==> config.mk <==
export PLATFORM = sky130hd
export DESIGN_NAME = execute_muldiv
export DESIGN_NICKNAME = d
export VERILOG_FILES = /design/src/rtl/cpu_types_pkg.sv /design/src/rtl/execute_muldiv.sv
export SDC_FILE = /design/constraint.sdc
export NUM_CORES = 1
export LEC_CHECK = 0
export ABC_AREA = 0
export BUFFER_PORTS_ARGS = -buffer_cell sky130_fd_sc_hd__buf_2
export CORE_MARGIN = 2
export CORE_UTILIZATION = 47
export CTS_CLUSTER_DIAMETER = 80
export DETAILED_ROUTE_END_ITERATION = 12
export PLACE_DENSITY = 0.66
export RECOVER_POWER = 100
export SYNTH_ARGS = -nofsm -noshare
export SYNTH_HDL_FRONTEND = slang
export SYNTH_SLANG_ARGS = --single-unit
export TNS_END_PERCENT = 20
==> constraint.sdc <==
create_clock -name CLK -period 5.3 [get_ports CLK]
set_input_delay 0.265 -clock CLK [delete_from_list [all_inputs] [get_ports CLK]]
set_output_delay 0.265 -clock CLK [all_outputs]
set_load 0.01 [all_outputs]
==> src/rtl/cpu_types_pkg.sv <==
// Shared execute-stage types: multiply/divide opcodes and sequencer states.
package cpu_types_pkg;

    typedef enum logic [1:0] {
        MULT  = 2'd0,
        MULTU = 2'd1,
        DIV   = 2'd2,
        DIVU  = 2'd3
    } muldiv_op_t;

    typedef enum logic [1:0] {
        IDLE = 2'd0,
        CALC = 2'd1,
        FIN  = 2'd2
    } muldiv_state_t;

    function automatic logic isSignedOp(input muldiv_op_t o);
        return (o == MULT) || (o == DIV);
    endfunction

    function automatic logic isDivOp(input muldiv_op_t o);
        return (o == DIV) || (o == DIVU);
    endfunction

endpackage

==> src/rtl/execute_muldiv.sv <==
// Iterative radix-2 multiply/divide unit owning the HI/LO registers.
//   state | meaning
//   IDLE  | waiting for start; hi/lo hold last result
//   CALC  | one shift-add / restoring-divide step per cycle, WIDTH steps
//   FIN   | sign correction, hi/lo load, done registered for next cycle
module execute_muldiv
    import cpu_types_pkg::*;
#(
    parameter int WIDTH = 32,
    parameter int CNT_W = $clog2(WIDTH) + 1
) (
    input  logic             CLK,
    input  logic             RST,
    input  logic             flush,
    input  logic             start,
    input  muldiv_op_t       op,
    input  logic [WIDTH-1:0] opA,
    input  logic [WIDTH-1:0] opB,
    output logic             busy,
    output logic             done,
    output logic [WIDTH-1:0] hi,
    output logic [WIDTH-1:0] lo
);

    localparam logic [CNT_W-1:0] LAST_CNT = CNT_W'(WIDTH - 1);

    muldiv_state_t    state, nextState;
    muldiv_op_t       opReg;
    logic [CNT_W-1:0] cnt;
    logic [WIDTH:0]   acc;
    logic [WIDTH-1:0] low;
    logic [WIDTH-1:0] mag;
    logic             negLo, negHi, divZero;

    logic             accept, finish;
    logic [WIDTH-1:0] absA, absB;
    logic [WIDTH:0]   mulSum, remShift, trial;
    logic [2*WIDTH-1:0] prodMag, prodRes;
    logic [WIDTH-1:0] quotRes, remRes;

    assign accept = (state == IDLE) && start && !flush;
    assign finish = (state == FIN) && !flush;
    assign busy   = (state != IDLE);

    always_ff @(posedge CLK) begin
        if (RST) state <= IDLE;
        else     state <= nextState;
    end

    always_comb begin
        nextState = state;
        case (state)
            IDLE:    if (start) nextState = CALC;
            CALC:    if (cnt == LAST_CNT) nextState = FIN;
            FIN:     nextState = IDLE;
            default: nextState = IDLE;
        endcase
        if (flush) nextState = IDLE;
    end

    assign absA = (isSignedOp(op) && opA[WIDTH-1]) ? -opA : opA;
    assign absB = (isSignedOp(op) && opB[WIDTH-1]) ? -opB : opB;

    // acc[WIDTH] stays zero during multiply; summing the full width keeps the carry
    assign mulSum   = acc + (low[0] ? {1'b0, mag} : '0);
    assign remShift = {acc[WIDTH-1:0], low[WIDTH-1]};
    assign trial    = remShift - {1'b0, mag};

    assign prodMag = {acc[WIDTH-1:0], low};
    assign prodRes = negLo ? -prodMag : prodMag;
    assign quotRes = negLo ? -low : low;
    assign remRes  = negHi ? -acc[WIDTH-1:0] : acc[WIDTH-1:0];

    always_ff @(posedge CLK) begin
        if (RST) begin
            opReg   <= MULT;
            cnt     <= '0;
            acc     <= '0;
            low     <= '0;
            mag     <= '0;
            negLo   <= 1'b0;
            negHi   <= 1'b0;
            divZero <= 1'b0;
            hi      <= '0;
            lo      <= '0;
            done    <= 1'b0;
        end else begin
            if (accept) begin
                opReg   <= op;
                cnt     <= '0;
                acc     <= '0;
                low     <= absA;
                mag     <= absB;
                negLo   <= isSignedOp(op) && (opA[WIDTH-1] ^ opB[WIDTH-1]);
                negHi   <= isSignedOp(op) && opA[WIDTH-1];
                divZero <= (opB == '0);
            end else if (state == CALC) begin
                cnt <= cnt + CNT_W'(1);
                if (isDivOp(opReg)) begin
                    if (!trial[WIDTH]) begin
                        acc <= trial;
                        low <= {low[WIDTH-2:0], 1'b1};
                    end else begin
                        acc <= remShift;
                        low <= {low[WIDTH-2:0], 1'b0};
                    end
                end else begin
                    acc <= {1'b0, mulSum[WIDTH:1]};
                    low <= {mulSum[0], low[WIDTH-1:1]};
                end
            end

            // A zero divisor leaves the dividend magnitude in the remainder,
            // so its sign-corrected form already equals opA
            if (finish) begin
                if (isDivOp(opReg)) begin
                    hi <= remRes;
                    lo <= divZero ? '1 : quotRes;
                end else begin
                    hi <= prodRes[2*WIDTH-1:WIDTH];
                    lo <= prodRes[WIDTH-1:0];
                end
            end
            done <= finish;
        end
    end

endmodule

==> flow_metrics.env, run 1 <==
export IMPL_finalHoldViolations=0
export IMPL_violations="capacitance limit, slew limit"
export IMPL_clock_path_buffers=2
export IMPL_worstPathArrival_ns=4.92
export IMPL_cp_end_kind="flop"
export IMPL_die_h_um=175
export IMPL_cts_inserted_buffers=17
export IMPL_criticalPathCategory="flop to flop"
export IMPL_max_freq_mhz=220
export IMPL_r2r_start="opReg[1]"
export IMPL_cts_tree="done"
export IMPL_portBuffers=135
export IMPL_wl_per_cell_um=19.4
export IMPL_diodes=0
export IMPL_syn_to_final_growth_pct=9.41
export IMPL_synth_edff_count=0
export IMPL_slew_viol_final=202
export IMPL_irDropWorstVdd_uv=227
export IMPL_synthTopCellsByArea="dfxtp_1 (25%), a211oi_1 (8.1%), nor2_1 (6.7%)"
export IMPL_post_cts_buffers=0
export IMPL_grt_pass1_vias=12427
export IMPL_dp_hpwl_mm=33.5
export IMPL_ios=136
export IMPL_rsz0062_at_grt="no"
export IMPL_finalPower_w=0.00386
export IMPL_setup_violations=0
export IMPL_drive_gt1_share_pct=7.82
export IMPL_p_per_area_mw_per_mm2=257
export IMPL_grt_max_degree=95
export IMPL_r2r_slack_ns=0.74
export IMPL_crit_buf_inv=1
export IMPL_rows=62
export IMPL_layout_min_cycle_time_ns=4.56
export IMPL_cp_max_fo=55
export IMPL_ys_ff_latch=174
export IMPL_synthTopCellsByCount="nor2_1 (246), dfxtp_1 (174), a211oi_1 (148)"
export IMPL_postSynthAreaPerCell_um2=7.49
export IMPL_leakagePower_nw=5.64
export IMPL_required_ns=5.66
export IMPL_dr_pass1_iters=6
export IMPL_coreArea_mm2=0.0287
export IMPL_synth_top_cell_area_share_pct=25.4
export IMPL_synth_seq_area_share_pct=25.4
export IMPL_status="complete, but fails checks"
export IMPL_finClkSkew_ns=0.0108
export IMPL_setup_tns_ns=0
export IMPL_worstMarginPinSlew_ns=3.46
export IMPL_ant_nets=0
export IMPL_grt_pass1_wl_mm=69.1
export IMPL_synth_most_common_cell="nor2_1"
export IMPL_start_util_pct=47.9
export IMPL_placement_cell_area_mm2=0.0146
export IMPL_synthArstFlopShare_pct=0
export IMPL_die_area_mm2=0.0306
export IMPL_hold_path_startpoint="flush"
export IMPL_antenna_found_initial=0
export IMPL_syn_num_nets=1976
export IMPL_max_slew_margin_pct=-131
export IMPL_min_to="state[1]"
export IMPL_start_kind="flop"
export IMPL_synth_top_area_cell="dfxtp_1"
export IMPL_synthCells=1833
export IMPL_track_usage_pct=28.1
export IMPL_cts_repair_resize_count=0
export IMPL_ctsHoldBuffers=0
export IMPL_die_w_um=175
export IMPL_wl_mm=44.2
export IMPL_netlist_area_mm2=0.0137
export IMPL_slowest_stage="clkbuf_1"
export IMPL_final_area_mm2=0.0150
export IMPL_clk_pin_slew_ns=0.08
export IMPL_hold_depth=2
export IMPL_r2r_cells=6
export IMPL_cts_sinks=174
export IMPL_crit_chain="clkbuf_1 -> nor3b_1 -> a21o_1 -> a21oi_1 -> xnor2_1 -> a211oi_1"
export IMPL_cts_root_buffer="clkbuf_16"
export IMPL_drc=0
export IMPL_clk_insertion_delay_late_ns=0.45
export IMPL_synth_main_ff_cell="dfxtp_1"
export IMPL_min_period_over_period_pct=85.9
export IMPL_worstReg2RegEnd="hi[20]"
export IMPL_vias=13780
export IMPL_worstHoldPathType="input port to flop"
export IMPL_yosysWarnings=0
export IMPL_place_congestion=0.984
export IMPL_final_nets=2022
export IMPL_critical_path_top_delay_family="buffers and inverters"
export IMPL_cap_violations=5
export IMPL_synth_cell_type_count=72
export IMPL_viasPerCell=6.05
export IMPL_cts_htree_levels=4
export IMPL_drtIter0Drc=1248
export IMPL_max_stage_delay_ns=2.48
export IMPL_globalRouteOverflowTotal=0
-- power breakdown --
part / switching, W / internal (W) / total [W]
clock network: 0.000655 / 0.000639 / 0.00129
logic: 0.000694 / 0.000429 / 0.00112
registers: 0.0000915 / 0.00136 / 0.00145
total: 0.00144 / 0.00242 / 0.00386
-- routing by layer --
metal / share of wire [%] / GRT usage [%] / wire (um) / up-vias
li1: - / - / - / 6761
met1: 49 / 42.3 / 21600 / 6442
met2: 43 / 42.4 / 18800 / 529
met3: 7.5 / 4.26 / 3300 / 48
met4: 1.2 / 5.69 / 536 / 0
met5: 0 / 0 / 0 / -
-- how the worst max path moves through the flow --
stage	start	to	slack [ns]	cells after the start
4_1_cts	acc[1]	acc[10]	1.05	15
3_3_place_gp	acc[1]	acc[5]	1.19	15
5_1_grt	opReg[1]	hi[20]	0.50	6
6_report	opReg[1]	hi[20]	0.74	6
2_1_floorplan	acc[16]	acc[11]	1.61	18
3_5_place_dp	acc[1]	acc[10]	1.07	15
-- logic make-up after synthesis --
family	share of synthesized area, %
simple gates	21.0
compound gates	27.0
buf+inv	5.19
flops	25.4
xor+xnor	10.4
fa+ha+maj	6.76
mux	4.31
-- state kept, by name, summed over array words and instances (netlist names) --
signal / count
negHi: 1
low: 32
negLo: 1
lo: 32
done: 1
hi: 32
acc: 33
mag: 32
cnt: 6
state: 2
divZero: 1
opReg: 1
-- worst register-to-register path, cell delays in order, from the launching register on --
cell      delay, ns
dfxtp_4        0.58
clkbuf_1       2.49
nor3b_1        0.45
a21o_1         0.39
a21oi_1        0.18
xnor2_1        0.15
a211oi_1       0.24
-- cell usage in the layout, fill, tap and decap left out, types with 12 or more instances in the layout --
cell type	count
nor4_1	18
nand3_1	26
a21o_1	33
buf_4	13
nand2_1	141
o211ai_1	18
dfxtp_1	173
nor3_1	45
a31oi_1	19
nand4_1	12
or3_1	26
o21ai_0	89
clkbuf_16	17
ha_1	71
xnor2_1	79
inv_1	63
a21oi_1	145
o41ai_1	12
nand2b_1	17
clkbuf_1	70
nor2_1	245
or2_2	13
xor2_1	84
mux2i_1	49
a211oi_1	148
o31ai_1	32
buf_2	68
-- area by class of cell --
class	count	area (um2)
fill	2854	13700
multi-input combinational	1472	9520
sequential	174	3490
timing repair buffer	151	702
tap	384	480
clock buffer	18	429
inverter	63	236
clock inverter	14	170
-- per-stage QoR --
step                      hold WS (ns)  utilization [%]  std cells  setup WS, ns
after floorplan                  0.342                -       1833          1.61
after global placement           0.437             50.7       2244          1.19
after detailed placement         0.444             50.7       2244          1.07
after CTS                       0.0258             52.8       2276          1.05
after global routing            0.0172             52.4       2276         0.504
final                           0.0239             52.4       2276         0.745
Note: power is estimated with default switching activity, not from simulation.
==> inputs of run 2 (changes only) <==
Settings changed: ABC_AREA 0 to 1, PLACE_DENSITY 0.66 to 0.65.
==> run 2 against run 1 <==
  * The flow still finishes with violations (capacitance limit, slew limit)
  * Cell count up 57%
  * Fmax up 3.0%
  * Worst setup slack better by 0.13 ns
  * Clock skew up 0.0067 ns
  * Count of clock-buffer cells in the layout unchanged
  * Sequential power about the same
  * Critical path type is now input port to flop
==> flow_metrics.env, run 2 <==
export IMPL_final_nets=3232
export IMPL_cts_tree="done"
export IMPL_grt_max_degree=81
export IMPL_cp_max_fo=37
export IMPL_post_cts_buffers=0
export IMPL_synthTopCellsByArea="dfxtp_1 (21%), nand2_1 (19%), inv_1 (11%)"
export IMPL_rows=69
export IMPL_ant_nets=0
export IMPL_irDropWorstVdd_uv=256
export IMPL_finalHoldViolations=0
export IMPL_min_period_over_period_pct=83.5
export IMPL_worstPathArrival_ns=4.84
export IMPL_clock_path_buffers=2
export IMPL_synth_edff_count=0
export IMPL_postSynthAreaPerCell_um2=5.60
export IMPL_cp_common_cell="inv_1"
export IMPL_synth_cell_type_count=54
export IMPL_syn_to_final_growth_pct=7.98
export IMPL_clk_insertion_delay_late_ns=0.47
export IMPL_start_kind="input port"
export IMPL_r2r_cells=8
export IMPL_place_congestion=1.03
export IMPL_start_util_pct=47.6
export IMPL_diodes=0
export IMPL_vias=20032
export IMPL_grt_pass1_wl_mm=107
export IMPL_max_freq_mhz=226
export IMPL_setup_tns_ns=0
export IMPL_slowest_stage="nor2_1"
export IMPL_slew_viol_final=157
export IMPL_max_stage_delay_ns=1.51
export IMPL_die_w_um=194
export IMPL_p_per_area_mw_per_mm2=240
export IMPL_status="complete, but fails checks"
export IMPL_wl_per_cell_um=19.6
export IMPL_synth_top_area_cell="dfxtp_1"
export IMPL_die_h_um=194
export IMPL_finClkSkew_ns=0.0175
export IMPL_dp_hpwl_mm=55.6
export IMPL_required_ns=5.72
export IMPL_setup_violations=0
export IMPL_cts_root_buffer="clkbuf_16"
export IMPL_drtIter0Drc=2110
export IMPL_drc=0
export IMPL_worstReg2RegEnd="acc[8]"
export IMPL_layout_common_cells="nand2_1 (880), inv_1 (484), nor2_1 (313)"
export IMPL_hold_path_startpoint="opA[0]"
export IMPL_leakagePower_nw=9.55
export IMPL_r2r_slack_ns=1.03
export IMPL_cp_depth=10
export IMPL_netlist_area_mm2=0.0169
export IMPL_yosysWarnings=0
export IMPL_max_slew_margin_pct=-105
export IMPL_largest_reg_flops=33
export IMPL_track_usage_pct=36.7
export IMPL_criticalPathCategory="input port to flop"
export IMPL_cap_violations=4
export IMPL_crit_chain="dlygate4sd3_1 -> clkbuf_1 -> inv_1 -> nand3_1 -> inv_1 -> nor2_1 -> inv_1 -> a21oi_1 -> nand2_1 -> inv_1"
export IMPL_synthTopCellsByCount="nand2_1 (875), inv_1 (479), nor2_1 (309)"
export IMPL_r2r_start="state[1]"
export IMPL_final_common_cell="nand2_1"
export IMPL_drive_gt1_share_pct=5.03
export IMPL_min_to="low[0]"
export IMPL_utilization_pct=51.4
export IMPL_grt_pass1_vias=18431
export IMPL_synth_most_common_cell="nand2_1"
export IMPL_globalRouteOverflowTotal=0
export IMPL_synthArstFlopShare_pct=0
export IMPL_cts_repair_resize_count=0
export IMPL_ios=136
export IMPL_cp_end_kind="flop"
export IMPL_cts_htree_levels=4
export IMPL_final_area_mm2=0.0182
export IMPL_dr_pass1_iters=6
export IMPL_worstHoldPathType="input port to flop"
export IMPL_wl_mm=69.9
export IMPL_syn_num_nets=3162
export IMPL_viasPerCell=5.62
export IMPL_placement_cell_area_mm2=0.0178
export IMPL_layout_min_cycle_time_ns=4.42
export IMPL_cts_inserted_buffers=17
export IMPL_top_register="acc"
export IMPL_crit_buf_inv=6
export IMPL_ys_ff_latch=174
export IMPL_synth_top_cell_area_share_pct=20.6
export IMPL_die_area_mm2=0.0375
export IMPL_ctsHoldBuffers=1
export IMPL_hold_depth=3
export IMPL_antenna_found_initial=1
export IMPL_synthCells=3019
export IMPL_portBuffers=135
export IMPL_clk_pin_slew_ns=0.07
export IMPL_synth_seq_area_share_pct=20.6
export IMPL_synth_main_ff_cell="dfxtp_1"
export IMPL_coreArea_mm2=0.0355
export IMPL_worstMarginPinSlew_ns=3.07
export IMPL_critical_path_top_delay_family="buffers and inverters"
export IMPL_cts_sinks=174
export IMPL_violations="capacitance limit, slew limit"
export IMPL_rsz0062_at_grt="no"
## run 2: worst max path at each step
stage / end / startpoint / slack [ns]
3_5_place_dp: acc[15] / low[31] / 1.65
4_1_cts: acc[15] / low[31] / 1.63
2_1_floorplan: acc[12] / low[31] / 2.40
6_report: acc[8] / flush / 0.88
5_1_grt: acc[8] / flush / 0.84
3_3_place_gp: acc[14] / acc[5] / 1.66
## run 2: power by group
group	internal, W	total [W]	switching, W
registers	0.00136	0.00148	0.000113
clock network	0.000641	0.00131	0.000673
logic	0.000455	0.00159	0.00113
## run 2: cells by family after synthesis
kind of cell / count (synthesis) / synth area share, %
compound gates: 571 / 18.5
simple gates: 1525 / 37.7
buf+inv: 596 / 13.6
fa+ha+maj: 73 / 5.50
xor+xnor: 80 / 4.15
flops: 174 / 20.6
## run 2: area by class of cell
type	instances	area (um2)
clock buffers	18	439
clock inverters	14	149
fillers	4002	17200
inverters	497	1870
multi-input cells	2249	11000
flip-flops and latches	174	3480
well taps	461	577
repair buffers	150	688
## run 2: worst reg2reg max path: cells and delay by family (launching register included)
family                 cells  cell delay, ns
DFF                        1            0.35
and+or+nand+nor            4            1.77
buffers and inverters      3            1.63
AOI/OAI and AO/OA          1            0.47
## run 2: routing by layer
metal | GRT usage [%] | wire (um) | part of all wire (%)
met1 | 50.6 | 30600 | 44
met2 | 55.7 | 29300 | 42
met3 | 5.74 | 6300 | 9.0
met4 | 17.7 | 3670 | 5.2
met5 | 0 | 0 | 0
## run 2: metrics by stage
stage | setup WS [ns] | cells | total power, W | hold WS [ns]
final | 0.876 | 3563 | 0.00438 | 0.118
after global routing | 0.845 | 3563 | 0.00460 | 0.108
after CTS | 1.63 | 3563 | 0.00435 | 0.0968
after detailed placement | 1.65 | 3530 | 0.00305 | 0.464
after global placement | 1.66 | 3530 | 0.00305 | 0.466
after floorplan | 2.40 | 3019 | 0.00253 | 0.340
